$ cat src/rtl/register_file_sb.sv
// Integer register file with combinational read ports and a per-register busy
// scoreboard; x0 is hardwired to zero and never marked busy.
module register_file_sb #(
    parameter int XLEN   = 32,
    parameter int NREGS  = 32,
    parameter int NREAD  = 2,
    parameter int BYPASS = 1,
    localparam int AW    = $clog2(NREGS)
) (
    input  logic                   clk,
    input  logic                   reset,
    input  logic [NREAD*AW-1:0]    rd_addr,
    output logic [NREAD*XLEN-1:0]  rd_data,
    output logic [NREAD-1:0]       rd_busy,
    input  logic                   wr_en,
    input  logic [AW-1:0]          wr_addr,
    input  logic [XLEN-1:0]        wr_data,
    input  logic                   issue_en,
    input  logic [AW-1:0]          issue_addr,
    input  logic                   flush,
    output logic [NREGS-1:0]       busy_vec,
    output logic [AW:0]            busy_count
);

    logic [XLEN-1:0]  regs [NREGS];
    logic [NREGS-1:0] busy_next;
    logic [AW:0]      count_next;
    logic             wr_act;
    logic             issue_act;

    function automatic logic [AW:0] popcount(input logic [NREGS-1:0] v);
        logic [AW:0] c;
        c = '0;
        for (int i = 0; i < NREGS; i++) begin
            c = c + (AW+1)'(v[i]);
        end
        return c;
    endfunction

    assign wr_act    = wr_en && (wr_addr != '0);
    assign issue_act = issue_en && (issue_addr != '0);

    // Issue is applied last so a new producer wins over a same-edge clear.
    always_comb begin
        busy_next = busy_vec;
        if (flush) begin
            busy_next = '0;
        end
        if (wr_act) begin
            busy_next[wr_addr] = 1'b0;
        end
        if (issue_act) begin
            busy_next[issue_addr] = 1'b1;
        end
        busy_next[0] = 1'b0;
    end

    assign count_next = popcount(busy_next);

    always_ff @(posedge clk or posedge reset) begin
        if (reset) begin
            busy_vec   <= '0;
            busy_count <= '0;
        end else begin
            busy_vec   <= busy_next;
            busy_count <= count_next;
        end
    end

    always_ff @(posedge clk or posedge reset) begin
        if (reset) begin
            for (int i = 0; i < NREGS; i++) begin
                regs[i] <= '0;
            end
        end else if (wr_act) begin
            regs[wr_addr] <= wr_data;
        end
    end

    // Forwarding is suppressed during reset so every port reads zero.
    always_comb begin
        rd_data = '0;
        rd_busy = '0;
        for (int i = 0; i < NREAD; i++) begin
            if ((BYPASS != 0) && !reset && wr_act && (rd_addr[i*AW +: AW] == wr_addr)) begin
                rd_data[i*XLEN +: XLEN] = wr_data;
                rd_busy[i]              = issue_act && (issue_addr == wr_addr);
            end else begin
                rd_data[i*XLEN +: XLEN] = regs[rd_addr[i*AW +: AW]];
                rd_busy[i]              = busy_vec[rd_addr[i*AW +: AW]];
            end
        end
    end

endmodule

$ cat config.mk
export PLATFORM = sky130hd
export DESIGN_NAME = register_file_sb
export DESIGN_NICKNAME = d
export VERILOG_FILES = /design/src/rtl/register_file_sb.sv
export SDC_FILE = /design/constraint.sdc
export NUM_CORES = 2
export LEC_CHECK = 0
export BUFFER_PORTS_ARGS = -buffer_cell sky130_fd_sc_hd__buf_2
export CORE_MARGIN = 2
export CORE_UTILIZATION = 40
export DETAILED_ROUTE_END_ITERATION = 16
export HOLD_SLACK_MARGIN = 0.15
export PLACE_DENSITY = 0.64
export RECOVER_POWER = 25
export SKIP_CTS_REPAIR_TIMING = 1
export SYNTH_ARGS = -nofsm -noshare
export SYNTH_HDL_FRONTEND = slang
export SYNTH_SLANG_ARGS = --single-unit
$ cat constraint.sdc
create_clock -name clk -period 42.7 [get_ports clk]
set_input_delay 2.135 -clock clk [delete_from_list [all_inputs] [get_ports clk]]
set_output_delay 2.135 -clock clk [all_outputs]
set_load 0.05 [all_outputs]
## Yosys cells after proc, flatten, opt, wreduce, memory -nomap -nowiden

Cells that the tools add are included.

| operators by class | value |
|---|---|
| add/sub/neg operators | 30 |
| magnitude comparators | 10 |
| equality and inequality tests | 3 |
| multiplexer cells | 24 |
| bitwise gates (word level) | 6 |
| reduce and logical (&&, ||, !) cells | 12 |

Operators by type and width:

| cell | count |
|---|---|
| $bwmux 1024 | 1 |
| $bmux 32 s5 | 2 |
| $mux 32 | 10 |
| $demux 32 s5 | 1 |
| $add 6x1->6 | 25 |
| $and 32x32->32 | 1 |
| $not 32->32 | 1 |
| $or 32x32->32 | 1 |
| $lt 5x6->1 const B | 4 |
| $ge 6x6->1 const B | 3 |
| $not 5->6 | 3 |
| $eq 5x5->1 | 3 |
| $bmux 1 s5 | 2 |
| $demux 1 s5 | 2 |
| $ge 5x1->1 const B | 2 |
| $reduce_bool 5->1 | 2 |
| $logic_and 1x1->1 | 9 |
| $add 5x1->6 | 1 |
| $lt 6x1->1 const B | 1 |
| $mux 1 | 6 |
| $add 4x1->5 | 1 |
| $add 3x1->4 | 1 |
| $add 2x1->3 | 1 |
| $add 1x1->2 | 1 |
| $logic_not 1->1 | 1 |

| word-level totals | value |
|---|---|
| bits in registers | 1061 |
| input port bits | 57 |
| output and inout port bits | 104 |
| word-level logic and storage cells | 119 |

## Logic depth before layout (Yosys ltp)

| depth | value |
|---|---|
| depth after elaboration | 39 |
| gate-level depth with buffers | 24 |
| depth with buffers taken out | 21 |

## Worst setup path after synthesis

No wires, ideal clock.

| timing | value |
|---|---|
| kind | input -> register |
| from | input wr_addr[1] |
| to | register busy_count[4] |
| setup time | 80 ps |
| data arrival time | 7538 ps |
| data required time | 42620 ps |
| path slack | 35082 ps |
| stages on the path | 24 |
| path buffers | 3 |
| cell sequence | buf_4 nand2_1 or2_2 clkbuf_1 nor2_2 buf_4 o32ai_1 fa_1 inv_1 fa_1 inv_1 fa_1 fa_1 inv_1 fa_1 inv_1 fa_1 inv_1 fa_1 inv_1 fa_1 a21o_1 a21oi_1 xnor2_1 |

| on the way | value |
|---|---|
| elaborated cells between the ends (all ways) | 42 |
| classes of those cells | add/sub (30); order compare (2); mux (4); bitwise (3); reduce/logical (3) |

RTL lines:

| item | RTL line | text |
|---|---|---|
| start: declaration | 16 | `input logic [AW-1:0] wr_addr,` |
| $lt 5x6->1 (implied by the code) / $ge 5x1->1 (equally long branches) | 50 | `busy_next[wr_addr] = 1'b0;` |
| $logic_and 1x1->1 (implied by the code) | 50 |  |
| $mux 1 (implied by the code) | 50 |  |
| $demux 1 s5 | 50 |  |
| $not 32->32 (no source line) | - |  |
| $and 32x32->32 (no source line) | - |  |
| $mux 32 (*) | 49 | `if (wr_act) begin` |
| $or 32x32->32 (no source line) | - |  |
| $mux 32 (*) | 52 | `if (issue_act) begin` |
| net busy_next[26] | 26 | `logic [NREGS-1:0] busy_next;` |
| $add 6x1->6 (*) (6 in series) | 35 | `c = c + (AW+1)'(v[i]);` |
| net count_next[4] | 27 | `logic [AW:0] count_next;` |
| end signal: assignment | 66 | `busy_count <= count_next;` |
| end: declaration | 22 | `output logic [AW:0] busy_count` |

Mark *: on every way through the listed nets, which the timed path passes. The rest lies on a longest branch.
A chain may end at the register's enable or synchronous reset.

## Worst setup path after layout

| timing | value |
|---|---|
| from | input wr_addr[4] |
| to | register busy_count[4] |

| on the way | value |
|---|---|
| elaborated cells between the ends (all ways) | 42 |
| classes of those cells | add/sub (30); order compare (2); mux (4); bitwise (3); reduce/logical (3) |

RTL lines:

| item | RTL line |
|---|---|
| $lt 5x6->1 (implied by the code) / $ge 5x1->1 (equally long branches) | 50 |
| $logic_and 1x1->1 (implied by the code) | 50 |
| $mux 1 (implied by the code) | 50 |
| $demux 1 s5 | 50 |
| $not 32->32 (no source line) | - |
| $and 32x32->32 (no source line) | - |
| $mux 32 (*) | 49 |
| $or 32x32->32 (no source line) | - |
| $mux 32 (*) | 52 |
| net busy_next[28] | 26 |
| $add 6x1->6 (*) (4 in series) | 35 |
| net count_next[4] | 27 |

Marked as above.

==> impl_results.md <==
- Post-detail-place hpwl: 94.1 mm
- Critical Path, Cell by Cell: clkbuf_1, nand3_1, nor2_4, clkbuf_1, o32ai_1, fa_1, inv_1, fa_1, inv_1, fa_1, fa_1, inv_1, fa_1, inv_1, fa_1, inv_1, fa_1, inv_1, fa_1, a21o_1, a21oi_1, xnor2_1
- CP Launch Type: input port
- Slowest stage delay, CP: 2950 ps
- WS Path Type: in -> reg
- First-pass GRT wire length: 256 mm
- Multi-input gate area: 27900 µm²
- PD cells: between 40 and 50 nW/µm²
- CTS H-tree lvls: 3
- Sink Count: 1061
- Gr ovfl total: 0
- CTS buffer count: 110
- Number of synthesized register bits: 1061
- Vias in the first global route: 36.5k
- Via count: 35.5k
- Area contributors post-synth: dfrtp_1 47%, mux2_2 21%, mux4_2 19%, o22ai_1 2.8%, mux4_1 1.7%
- Layout fillers: 12.7k
- GR Util All Layers: 0.239
- Crit path DAT: 11100 ps
- Post-synthesis area per instance: 15.4 µm²
- Sw Pwr: 803 µW
- Post-detailed-route via-to-cell ratio: approximately 6.4
- Share of the synthesized area in the top cell type: 0.467
- Outcome: finished with violations
- Clock slew at reported path FFs: 60 ps
- Top cell by count, worst path: fa_1
- Post-Syn Instances: between 3k and 4k
- DIE AREA: about 150000 µm²
- Register Area: approximately 27000 µm²
- Drt drc: 0
- Combinational Power Share: 0.202
- Critical Path RT: 43340 ps
- Peak VDD IR: around 0.040 mV
- Top Ports: ~160
- Die width: 381 µm
- Antenna Violating Nets Remaining: 0
- Hold Path Class: reg -> reg
- Routed len/inst: 31.3 µm
- Maxcap violations: 18
- DRT Pass-1 Iters: 5
- Setup crit end kind: flip-flop
- Cell Int Power: 2.13 mW
- Seq/Total Area, Yosys: 0.467
- Placed inst area: 58500 µm²
- Area grow syn2layout: 9.22%
- Cell at the slowest stage of the critical path: clkbuf_1
- CTS Root Cell: clkbuf_16
- Initial Utilization: 0.402
- Fin nets: 3685
- Final worst-path cycle share: 0.245
- Design area: 62100 µm²
- Worst-margin pin slew: ~5700 ps
- Clock power share: 0.346
- Most used DFF post-synth: dfrtp_1
- Post-layout min period: roughly 10000 ps
- Sequential power share: 0.452
- Max Slew Vio Count: 904
- Core area: 141000 µm²
- Total Power: 2.93 mW
- Post-synthesis cell area: 56800 µm²
- Worst slew margin: -2.83
- Clock Latency Late Sink: 720 ps
- CP delay by family, top: adder cells
- Cell taking the most area after synthesis: dfrtp_1
- Antenna violations before repair: 12
- Post-Syn Nets: roughly 3.8k
- Count of standard-cell rows: 138
- Synth async-reset ratio: 1.00
- Port Buffers: about 160
- Setup TNS: 0 ps
- Peak Freq: about 96 MHz
- Longest Clk Path Bufs: 3
- Largest net degree at the start of global routing: 123
- Buf/Inv on CP: 8
- Sw Share: 0.274
- Detailed Route WL: 175 mm
- Unrepaired setup endpoints after global routing: no
- Final setup viols: 0
- Maximum fanout along the worst path: 33
- Die Y: 381 µm
- Starting DRC count in detailed routing: 3182
- Leakage power: 26.6 nW
- Synth warn: 0
- Number of enable flip-flop cells after synthesis: 0
- Share of layout cells above drive strength 1: 0.527
- TritonCTS clock tree: yes
- Hold Vio Cnt, Final: 0
- GP Congestion: 0.907
- Skew final: just under 9 ps
- Hold_ws: about 400 ps
- Synth cell types: 58
- Failing checks: capacitance limit, slew limit
==> cell type report <==
class                   count  share of cell area
well taps                1890              0.0381
multi-input cells        2140               0.449
clock buffers             167              0.0524
flip-flops and latches   1061               0.428
clock inverters            36             0.00819
diodes                      2           0.0000806
repair buffers            222              0.0205
inverters                  63             0.00383
==> registers in the layout, indices dropped and copies added, names as in the netlist <==
name,flops
busy_count,6
busy_vec,31
regs,1024
==> metal layers <==
| layer | global-route usage | up-vias | wire length, µm |
|---|---|---|---|
| li1 | - | 14199 | - |
| met2 | 0.382 | 1500 | 82800 |
| met4 | 0.0849 | 8 | 7290 |
| met5 | 0 | - | 54 |
| met1 | 0.320 | 19409 | 70200 |
| met3 | 0.0543 | 405 | 14200 |
==> power groups by stage <==
stage                     Clock (mW)  Combinational (mW)  Sequential, mW
after floorplan                    0               0.487            1.30
after global placement             0               0.583            1.32
after detailed placement           0               0.594            1.33
after CTS                       1.03               0.596            1.32
after global routing            1.07               0.631            1.35
final                           1.01               0.592            1.32
==> final timing paths <==
path                                    from            end  slack, ps  cells after the start
worst max-delay path              wr_addr[4]  busy_count[4]      32240                     22
worst min-delay path               regs[997]      regs[997]        400                      0
worst max register to register  busy_vec[26]  busy_count[4]      37250                     19
worst min register to register     regs[997]      regs[997]        400                      0
max in group asynchronous              reset      regs[105]      32520                      5
min in group asynchronous              reset      regs[254]       3320                      2
==> cell usage in the layout, fill, tap and decap left out, types with 8 or more instances in the layout <==
master | netlist | layout
bufinv_16 | 0 | 12
mux2_2 | 1049 | 1049
o32ai_1 | 14 | 14
nor2_1 | 22 | 24
nand2_4 | 0 | 12
clkbuf_16 | 0 | 113
buf_4 | 36 | 47
o21ai_0 | 14 | 14
mux2_1 | 8 | 8
mux4_2 | 489 | 489
nor4_1 | 64 | 64
xor2_1 | 12 | 12
nand2_1 | 31 | 16
mux4_1 | 36 | 36
clkbuf_8 | 0 | 22
dfrtp_1 | 1061 | 1061
inv_1 | 63 | 62
o22ai_1 | 256 | 256
nand3b_1 | 12 | 12
buf_2 | 125 | 146
nand3_1 | 20 | 18
clkbuf_1 | 196 | 55
fa_1 | 23 | 23
clkinv_2 | 0 | 19
==> synth_stat cells, types with 2 or more instances <==
library cell,count
xor2_1,12
nor3b_2,3
fa_1,23
nand3_1,20
o32ai_1,14
inv_1,63
nand2_1,31
o21a_1,5
a21o_1,3
mux2i_1,3
mux4_2,489
nor3_1,5
o22ai_1,256
clkbuf_1,196
nand4_1,2
nand3b_1,12
or2_2,3
a31o_2,2
or3_1,2
o211ai_1,2
nor2_2,4
or3b_1,5
buf_2,125
dfrtp_1,1061
buf_4,36
mux2_1,8
ha_1,7
xnor2_1,6
buf_12,2
o21ai_0,14
nor2_1,22
mux4_1,36
o32a_1,2
buf_1,21
a21oi_1,5
nand2b_1,7
nor4_1,64
buf_6,46
mux2_2,1049
nor2_4,4
nor2b_1,5
==> kinds of logic (layout without fill, tap and decap cells) <==
family / count (synthesis) / after routing / synth area share
buffers and inverters: 491 / 488 / 0.0445
adders and majority gates: 30 / 30 / 0.00964
and+or+nand+nor: 195 / 195 / 0.0200
AOI/OAI and AO/OA: 311 / 311 / 0.0353
other: 1 / 3 / 0.0000660
xor gates and xnor gates: 18 / 18 / 0.00277
muxes: 1585 / 1585 / 0.420
DFF: 1061 / 1061 / 0.467
==> through the flow <==
| step | worst slack, ps | instances | util |
|---|---|---|---|
| finish | 32240 | 5581 | 0.439 |
| global route | 30780 | 5579 | 0.439 |
| CTS | 33830 | 5579 | 0.441 |
| detailed placement | 33830 | 5376 | 0.414 |
| global placement | 33850 | 5376 | 0.414 |
| floorplan | 10700 | 3692 | - |
Power figures use the tool's default switching activity.
